$ cat config.mk
export PLATFORM = sky130hd
export DESIGN_NAME = lemming_dig_arbiter
export DESIGN_NICKNAME = d
export VERILOG_FILES = /design/src/rtl/lemming_pkg.sv /design/src/rtl/lemming_dig_slot.sv /design/src/rtl/lemming_dig_arbiter.sv
export SDC_FILE = /design/constraint.sdc
export NUM_CORES = 1
export LEC_CHECK = 0
export CAP_MARGIN = 20
export CORE_MARGIN = 4
export CORE_UTILIZATION = 60
export DETAILED_ROUTE_END_ITERATION = 6
export PLACE_DENSITY = 0.83
export RECOVER_POWER = 100
export SLEW_MARGIN = 5
export SYNTH_ARGS = -nofsm -noshare
export SYNTH_HDL_FRONTEND = slang
export SYNTH_SLANG_ARGS = --single-unit
$ cat constraint.sdc
create_clock -name clk -period 6.4 [get_ports clk]
set_input_delay 1.28 -clock clk [delete_from_list [all_inputs] [get_ports clk]]
set_output_delay 1.28 -clock clk [all_outputs]
set_load 0.05 [all_outputs]
$ cat src/rtl/lemming_pkg.sv
// Shared definitions for the lemming dig-tool arbiter.
//   slot_state_t      : per-slot lifecycle (IDLE, GRANTED, HELD, DEAD)
//   *_DEF localparams : default pool/slot sizing used by the top
//   popcount()        : counts set bits of a vector zero-extended to 32 bits
package lemming_pkg;

  typedef enum logic [1:0] {
    IDLE    = 2'd0,
    GRANTED = 2'd1,
    HELD    = 2'd2,
    DEAD    = 2'd3
  } slot_state_t;

  localparam int N_LEM_DEF         = 4;
  localparam int N_TOOLS_DEF       = 2;
  localparam int GRANT_TIMEOUT_DEF = 4;

  function automatic int popcount(input logic [31:0] v);
    int n;
    n = 0;
    for (int b = 0; b < 32; b++) begin
      if (v[b]) n++;
    end
    return n;
  endfunction

endpackage

$ cat src/rtl/lemming_dig_slot.sv
// One lemming slot: lifecycle FSM plus the grant timeout counter.
// Ports:
//   i_clk, i_areset : clock, asynchronous active-high reset
//   i_dig_req       : player request for this lemming (level)
//   i_digging       : lemming controller reports digging
//   i_splat         : lemming is dead (sticky in controller)
//   i_sel           : arbiter picked this slot this cycle
//   o_eligible      : slot may be picked this cycle (combinational)
//   o_release       : slot gives its tool back at the coming edge (combinational)
//   o_holder        : slot owns a tool (GRANTED or HELD), registered
//   o_dead          : slot is DEAD, registered
module lemming_dig_slot
  import lemming_pkg::*;
#(
  parameter int GRANT_TIMEOUT = GRANT_TIMEOUT_DEF
) (
  input  logic i_clk,
  input  logic i_areset,
  input  logic i_dig_req,
  input  logic i_digging,
  input  logic i_splat,
  input  logic i_sel,
  output logic o_eligible,
  output logic o_release,
  output logic o_holder,
  output logic o_dead
);

  localparam int CNT_W = $clog2(GRANT_TIMEOUT + 1);

  slot_state_t      r_state;
  logic [CNT_W-1:0] r_cnt;
  logic             r_holder;
  logic             r_dead;

  // A splatted lemming is never eligible even in the cycle before it
  // reaches DEAD, so the arbiter cannot hand it a tool.
  assign o_eligible = (r_state == IDLE) && i_dig_req && !i_splat;

  always_comb begin
    o_release = 1'b0;
    case (r_state)
      GRANTED: o_release = i_splat || (!i_digging && (r_cnt == CNT_W'(1)));
      HELD:    o_release = i_splat || !i_digging;
      default: o_release = 1'b0;
    endcase
  end

  always_ff @(posedge i_clk or posedge i_areset) begin
    if (i_areset) begin
      r_state  <= IDLE;
      r_cnt    <= '0;
      r_holder <= 1'b0;
      r_dead   <= 1'b0;
    end else begin
      case (r_state)
        IDLE: begin
          // digging while IDLE is an unsolicited dig: deliberately ignored
          if (i_splat) begin
            r_state <= DEAD;
            r_dead  <= 1'b1;
          end else if (i_sel) begin
            r_state  <= GRANTED;
            r_cnt    <= CNT_W'(GRANT_TIMEOUT);
            r_holder <= 1'b1;
          end
        end
        GRANTED: begin
          if (i_splat) begin
            r_state  <= DEAD;
            r_cnt    <= '0;
            r_holder <= 1'b0;
            r_dead   <= 1'b1;
          end else if (i_digging) begin
            r_state <= HELD;
            r_cnt   <= '0;
          end else if (r_cnt == CNT_W'(1)) begin
            r_state  <= IDLE;
            r_cnt    <= '0;
            r_holder <= 1'b0;
          end else begin
            r_cnt <= r_cnt - CNT_W'(1);
          end
        end
        HELD: begin
          if (i_splat) begin
            r_state  <= DEAD;
            r_holder <= 1'b0;
            r_dead   <= 1'b1;
          end else if (!i_digging) begin
            r_state  <= IDLE;
            r_holder <= 1'b0;
          end
        end
        DEAD: begin
          r_state <= DEAD;
        end
        default: begin
          r_state  <= IDLE;
          r_holder <= 1'b0;
        end
      endcase
    end
  end

  assign o_holder = r_holder;
  assign o_dead   = r_dead;

endmodule

$ cat src/rtl/lemming_dig_arbiter.sv
// Round-robin arbiter sharing N_TOOLS dig tools among N_LEM lemmings.
// Ports:
//   clk, areset : clock, asynchronous active-high reset
//   dig_req     : per-lemming player request (level)
//   digging     : per-lemming digging status
//   splat       : per-lemming death flag
//   dig_grant   : registered one-cycle dig pulse, at most one bit set
//   tools_free  : registered count of unallocated tools
//   holder      : slots currently owning a tool
//   dead_mask   : slots in DEAD
module lemming_dig_arbiter
  import lemming_pkg::*;
#(
  parameter int N_LEM         = N_LEM_DEF,
  parameter int N_TOOLS       = N_TOOLS_DEF,
  parameter int GRANT_TIMEOUT = GRANT_TIMEOUT_DEF
) (
  input  logic                         clk,
  input  logic                         areset,
  input  logic [N_LEM-1:0]             dig_req,
  input  logic [N_LEM-1:0]             digging,
  input  logic [N_LEM-1:0]             splat,
  output logic [N_LEM-1:0]             dig_grant,
  output logic [$clog2(N_TOOLS+1)-1:0] tools_free,
  output logic [N_LEM-1:0]             holder,
  output logic [N_LEM-1:0]             dead_mask
);

  localparam int TF_W  = $clog2(N_TOOLS + 1);
  localparam int PTR_W = (N_LEM > 1) ? $clog2(N_LEM) : 1;

  logic [N_LEM-1:0] w_eligible;
  logic [N_LEM-1:0] w_release;
  logic [N_LEM-1:0] w_holder;
  logic [N_LEM-1:0] w_dead;
  logic [N_LEM-1:0] w_sel;
  logic             w_found;
  logic             w_grant_now;
  logic [PTR_W-1:0] w_win;
  logic [PTR_W-1:0] w_idx;
  int               w_nrel;
  int               w_nheld;

  logic [N_LEM-1:0] r_grant;
  logic [TF_W-1:0]  r_tools_free;
  logic [PTR_W-1:0] r_rr;

  for (genvar i = 0; i < N_LEM; i++) begin : g_slot
    lemming_dig_slot #(
      .GRANT_TIMEOUT(GRANT_TIMEOUT)
    ) u_slot (
      .i_clk      (clk),
      .i_areset   (areset),
      .i_dig_req  (dig_req[i]),
      .i_digging  (digging[i]),
      .i_splat    (splat[i]),
      .i_sel      (w_sel[i]),
      .o_eligible (w_eligible[i]),
      .o_release  (w_release[i]),
      .o_holder   (w_holder[i]),
      .o_dead     (w_dead[i])
    );
  end

  // First eligible slot at or after the round-robin pointer, wrapping.
  always_comb begin
    w_found = 1'b0;
    w_win   = '0;
    w_idx   = '0;
    for (int k = 0; k < N_LEM; k++) begin
      w_idx = PTR_W'((int'(r_rr) + k) % N_LEM);
      if (!w_found && w_eligible[w_idx]) begin
        w_found = 1'b1;
        w_win   = w_idx;
      end
    end
  end

  // Decision uses the registered count, so a tool released this cycle is
  // only grantable next cycle; requests seen with an empty pool are dropped.
  assign w_grant_now = w_found && (r_tools_free != '0);
  assign w_sel       = w_grant_now ? (N_LEM'(1) << w_win) : '0;
  assign w_nrel      = popcount(32'(w_release));
  assign w_nheld     = popcount(32'(w_holder));

  always_ff @(posedge clk or posedge areset) begin
    if (areset) begin
      r_grant      <= '0;
      r_tools_free <= TF_W'(N_TOOLS);
      r_rr         <= '0;
    end else begin
      r_grant      <= w_sel;
      r_tools_free <= TF_W'(int'(r_tools_free) - (w_grant_now ? 1 : 0) + w_nrel);
      if (w_grant_now) begin
        r_rr <= PTR_W'((int'(w_win) + 1) % N_LEM);
      end
    end
  end

  // Every tool is either in the pool or owned by exactly one slot.
  a_pool_conserved: assert property (
    @(posedge clk) disable iff (areset)
      (int'(r_tools_free) + w_nheld) == N_TOOLS
  );

  assign dig_grant  = r_grant;
  assign tools_free = r_tools_free;
  assign holder     = w_holder;
  assign dead_mask  = w_dead;

endmodule

==> results of run 1 <==
==> per-layer routing <==
metal,routed length [um],up-vias,share of wire,GRT usage
met5,0,-,0,0
met1,2640,1134,0.46,0.260
met3,205,6,0.036,0.0313
met2,2860,51,0.50,0.351
li1,-,1205,-,-
met4,62,0,0.011,0.0516
==> cell families (layout without fill, tap and decap cells) <==
family / Yosys count / in the layout / share of synthesized area
AOI/OAI and AO/OA: 89 / 89 / 0.221
xor gates and xnor gates: 7 / 7 / 0.0212
adders and majority gates: 36 / 36 / 0.156
buffers and inverters: 59 / 77 / 0.0905
DFF: 36 / 36 / 0.312
muxes: 6 / 6 / 0.0221
and+or+nand+nor: 101 / 101 / 0.177
==> registers in the layout, summed over array words and instances (netlist names) <==
| signal | cells |
|---|---|
| dig_grant | 4 |
| g_slot.u_slot.o_dead | 4 |
| g_slot.u_slot.o_holder | 4 |
| g_slot.u_slot.r_cnt | 12 |
| g_slot.u_slot.r_state | 8 |
| r_rr | 2 |
| tools_free | 2 |
==> cell usage in the layout, fill, tap and decap left out, types with 5 or more instances in the layout <==
cell,count
nor2b_1,5
a21oi_1,13
clkdlybuf4s50_1,8
dlygate4sd3_1,19
clkbuf_8,5
o31ai_1,6
nor4_1,7
nand2_1,25
nor2_1,26
o21ai_0,28
ha_1,36
nand3_1,5
xnor2_1,5
dfrtp_1,35
inv_1,41
nor3_1,12
==> report_power, final <==
part | internal, mW | switching [mW]
sequential | 0.319 | 0.0770
combinational | 0.388 | 0.532
clock | 0.0766 | 0.0856
total | 0.784 | 0.695
==> path summary, 6_finish.rpt <==
| path | depth (start not counted) | start | slack [ns] | endpoint |
|---|---|---|---|---|
| min in group asynchronous | 3 | areset | 2.12 | dig_grant[0]$_DFF_PP0_ |
| max in group asynchronous | 3 | areset | 3.15 | g_slot[1].u_slot.o_holder$_DFFE_PP0P_ |
| min reg2reg | 1 | g_slot[2].u_slot.o_dead$_DFFE_PP0P_ | 0.47 | g_slot[2].u_slot.o_dead$_DFFE_PP0P_ |
| max reg2reg | 12 | g_slot[0].u_slot.r_state[0]$_DFFE_PP0P_ | 3.15 | g_slot[2].u_slot.r_state[1]$_DFFE_PP0P_ |
| min | 1 | g_slot[2].u_slot.o_dead$_DFFE_PP0P_ | 0.47 | g_slot[2].u_slot.o_dead$_DFFE_PP0P_ |
| max | 11 | splat[0] | 2.12 | g_slot[2].u_slot.r_state[1]$_DFFE_PP0P_ |
==> final cells by class <==
class                           instances  area (um^2)
Clock buffer                            7         76.3
Clock inverter                          1         5.00
Sequential cell                        36          902
Timing Repair Buffer                   28          274
Multi-Input combinational cell        239         1690
Tap cell                               52         65.1
Inverter                               41          154
Fill cell                             371         1340
==> flow_metrics.tcl, run 1 <==
set metrics [dict create \
    status "finished with violations" \
    violations "capacitance limit, slew limit" \
    maxSlewViolCount 37 \
    setup_slack_ns 2.12 \
    gp_congestion 0.843 \
    worstSetupStartpointType "primary input" \
    ant_nets 0 \
    finalClockSkew_ns 0.00964 \
    pre_cts_ws_ns 1.92 \
    setup_viol 0 \
    netlist-cell-type-count 55 \
    path_max_fanout 15 \
    post-route-util 0.703 \
    synth.largest_area_cell "dfrtp_1" \
    clkLatencyLatePin_ns 0.29 \
    final_layout_size_suffix_gt1_frac 0.0341 \
    cts.path.max_buffers 2 \
    drv_cap 1 \
    clkSinkCount 36 \
    total_power_mw 1.48 \
    seq_area_frac_synth 0.312 \
    areaGrowthSynthToFinish_pct 9.48 \
    drc 0 \
    cp_num_buf_inv 2 \
    grt_usage 0.201 \
    ios 28 \
    crit_chain "dlygate4sd3_1 > and3b_1 > nor4_1 > nor3_1 > inv_1 > ha_1 > o21ai_0 > a41o_1 > a221oi_1 > o221ai_1 > o31ai_1" \
    start_util 0.642 \
    slowest_delay_ns 0.83 \
    diodes 0 \
    cts-hold-fix-buffers 0 \
    portBuffers 27 \
    wire_per_inst_um 14.3 \
    arrival_ns 4.48 \
    finalWorstPathRequiredPeriod_ns 4.28 \
    clk_pin_slew_ns 0.08 \
    grt_max_degree 37 \
    dpl_cell_area_um2 3130 \
    cts-buffers-inserted 5 \
    vias 2396 \
    cts-htree-levels 2 \
    synth_most_common_cell "inv_1" \
    core_um2 4500 \
    maxSlewHeadroom -0.298 \
    synth.cell_area_um2 2890 \
    yosysWarnings 0 \
    final_nets 401 \
    cts_setup_buffers 0 \
    synth_top_cell_area_share 0.303 \
    firstDrtPassIters 4 \
    leakage_nw 1.46 \
    cts_resized 0 \
    antenna_found_initial 0 \
    worst_path_max_delay_cell "dlygate4sd3_1" \
    routed_wl_um 5770 \
    row_count 24 \
    synth-main-ff-cell "dfrtp_1" \
    fin_crit_sh 0.669 \
    die_w_um 77.4 \
    p_per_area_nw_per_um2 467 \
    dp.cells 396 \
    end_kind "flop" \
    avgSynthCellArea_um2 8.65 \
    vdd_drop_max_uv 212 \
    synth_edf_count 0 \
    cts_tree "yes" \
    hold_viol 0 \
    cts_root_buf "clkbuf_8" \
    vias_per_cell 5.93 \
    path_class "primary input to flop" \
    critPathTopFamily "compound AO/OA/AOI/OAI gates" \
    worst_pin_slew_ns 1.95 \
    ys_ff_latch 36 \
    dp_hpwl_um 4310 \
    whs_ns 0.470 \
    min_path_type "flop to flop" \
    final_area_um2 3160 \
    netlist_top_cells_count "inv_1, ha_1, dfrtp_1" \
    required_ns 6.60 \
    syn_nets 384 \
    asyncSetResetFlopFracSynth 1.00 \
    fp.dieH_um 77.4 \
    fin_cells 404 \
    tns_ns 0 \
    synthCells 334 \
    fmax_mhz 234 \
    grt-ovfl-total 0 \
    synth_area_leaders "dfrtp_1, ha_1, inv_1" \
    first_iter_violations 131 \
    rsz0062_at_grt "no" \
    grt_pass1_vias 2237 \
    grt_first_pass_wirelength_um 10000 \
    design.die.area_um2 5990 \
]
Power figures use the tool's default switching activity.
==> run 2, diff against run 1 <==
CORE_UTILIZATION = 58   (was 60)
PLACE_DENSITY = 0.81   (was 0.83)
clock period = 4.2 ns   (was 6.4 ns; I/O delays follow)
==> flow_metrics.tcl, run 2 (synthesis gave the netlist of run 1 again) <==
set metrics [dict create \
    ios 28 \
    fin_crit_sh 0.849 \
    first_iter_violations 176 \
    setup_viol 0 \
    cts-hold-fix-buffers 0 \
    layout_commonest_cell "inv_1" \
    largest_reg_flops 12 \
    clk_pin_slew_ns 0.07 \
    vdd_drop_max_uv 360 \
    path_max_fanout 10 \
    fmax_mhz 280 \
    cts_tree "yes" \
    final_cell_mix "inv_1, ha_1, dfrtp_1" \
    cts_setup_buffers 0 \
    worstSetupStartpointType "primary input" \
    critPathLaunch "splat[3]" \
    tns_ns 0 \
    cts_resized 0 \
    p_int_mw 1.22 \
    grt_first_pass_wirelength_um 9980 \
    areaGrowthSynthToFinish_pct 11.1 \
    top_register "g_slot.u_slot.r_cnt" \
    fill_cells 393 \
    min_path_type "flop to flop" \
    ant_nets 0 \
    fin_cells 423 \
    grt_max_degree 37 \
    dp.cells 415 \
    maxSlewHeadroom -0.314 \
    diodes 0 \
    power_switching_mw 1.06 \
    row_count 25 \
    design.die.area_um2 6180 \
    final_layout_size_suffix_gt1_frac 0.0393 \
    clkSinkCount 36 \
    maxSlewViolCount 37 \
    clkPwrFrac 0.112 \
    worst_pin_slew_ns 1.97 \
    finalWorstPathRequiredPeriod_ns 3.57 \
    routed_wl_um 5800 \
    portBuffers 27 \
    required_ns 4.38 \
    gp_congestion 0.885 \
    clkLatencyLatePin_ns 0.29 \
    vias 2399 \
    dpl_cell_area_um2 3170 \
    grt_usage 0.200 \
    vias_per_cell 5.67 \
    cts.path.max_buffers 2 \
    violations "capacitance limit, slew limit" \
    end_kind "flop" \
    cts-htree-levels 2 \
    grt_pass1_vias 2216 \
    cts-buffers-inserted 5 \
    total_power_mw 2.28 \
    leakage_nw 1.48 \
    dp_hpwl_um 4370 \
    combPwrFrac 0.625 \
    reg2reg_from "g_slot[0].u_slot.r_state[0]$_DFFE_PP0P_" \
    arrival_ns 3.75 \
    die_w_um 78.6 \
    worstHoldStart "g_slot[0].u_slot.o_dead$_DFFE_PP0P_" \
    start_util 0.604 \
    drc 0 \
    wire_per_inst_um 13.7 \
    largestRegisters "g_slot.u_slot.r_cnt: 12 flops, g_slot.u_slot.r_state: 8 flops" \
    final_area_um2 3210 \
    final_nets 405 \
    p_per_area_nw_per_um2 711 \
    firstDrtPassIters 4 \
    grt-ovfl-total 0 \
    finalClockSkew_ns 0.00620 \
    drv_cap 1 \
    core_um2 4790 \
    pwr-share-seq 0.263 \
    fp.dieH_um 78.6 \
    power.share.switching 0.466 \
    status "finished with violations" \
    cts_root_buf "clkbuf_8" \
    antenna_found_initial 0 \
    path_class "primary input to flop" \
    hold_viol 0 \
    rsz0062_at_grt "no" \
]
run 2: cell count changes in the layout (fill, tap and decap cells not counted):
cell | previous run | this run
a31o_1 | 1 | 0
a31o_2 | 0 | 1
buf_4 | 0 | 1
clkbuf_1 | 3 | 6
clkbuf_8 | 5 | 6
clkdlybuf4s50_1 | 8 | 10
clkinv_2 | 1 | 0
dlygate4sd3_1 | 19 | 17
run 2: path summary, 6_finish.rpt:
path	end	cells past startpoint	slack (ns)
worst max-delay path	g_slot[2].u_slot.r_state[1]$_DFFE_PP0P_	11	0.63
worst min-delay path	g_slot[0].u_slot.o_dead$_DFFE_PP0P_	1	0.46
worst max register to register	g_slot[2].u_slot.r_state[1]$_DFFE_PP0P_	12	1.04
worst min register to register	g_slot[0].u_slot.o_dead$_DFFE_PP0P_	1	0.46
max in group asynchronous	g_slot[0].u_slot.r_cnt[2]$_DFFE_PP0P_	3	1.37
min in group asynchronous	g_slot[2].u_slot.r_cnt[2]$_DFFE_PP0P_	3	1.70
run 2: metal layers:
layer  share of wire  vias to the layer above  GRT usage
li1                -                     1211          -
met1            0.45                     1125      0.252
met2            0.50                       59      0.346
met3           0.041                        4     0.0378
met4          0.0066                        0     0.0559
met5               0                        -          0
run 2: metrics by stage:
step	worst slack (ns)	utilization	hold WS, ns
2_1_floorplan	1.17	-	0.429
3_3_place_gp	0.648	0.663	0.447
3_5_place_dp	0.437	0.663	0.449
4_1_cts	0.725	0.682	0.470
5_1_grt	0.294	0.671	0.504
6_report	0.633	0.671	0.458
run 2: worst max-delay path, stage by stage:
cell and delay (ns):
dlygate4sd3_1 0.71, and3b_1 0.25, nor4_1 0.39, nor3_1 0.17
inv_1 0.11, ha_1 0.14, o21ai_0 0.07, a41o_1 0.27
a221oi_1 0.49, o221ai_1 0.19, o31ai_1 0.11
run 2: cell type report:
type                    count  area, um^2  share of cell area
clock buffers               8        90.1              0.0281
well taps                  67        83.8              0.0261
multi-input cells         239        1690               0.526
repair buffers             32         293              0.0912
inverters                  41         154              0.0479
flip-flops and latches     36         902               0.281
run 2: power by group through the flow:
stage / logic, mW / registers (mW) / clock network, mW
floorplan: 1.14 / 0.626 / 0
detailed placement: 1.46 / 0.607 / 0
finish: 1.43 / 0.600 / 0.256
global placement: 1.41 / 0.602 / 0
global route: 1.63 / 0.617 / 0.280
CTS: 1.47 / 0.601 / 0.262
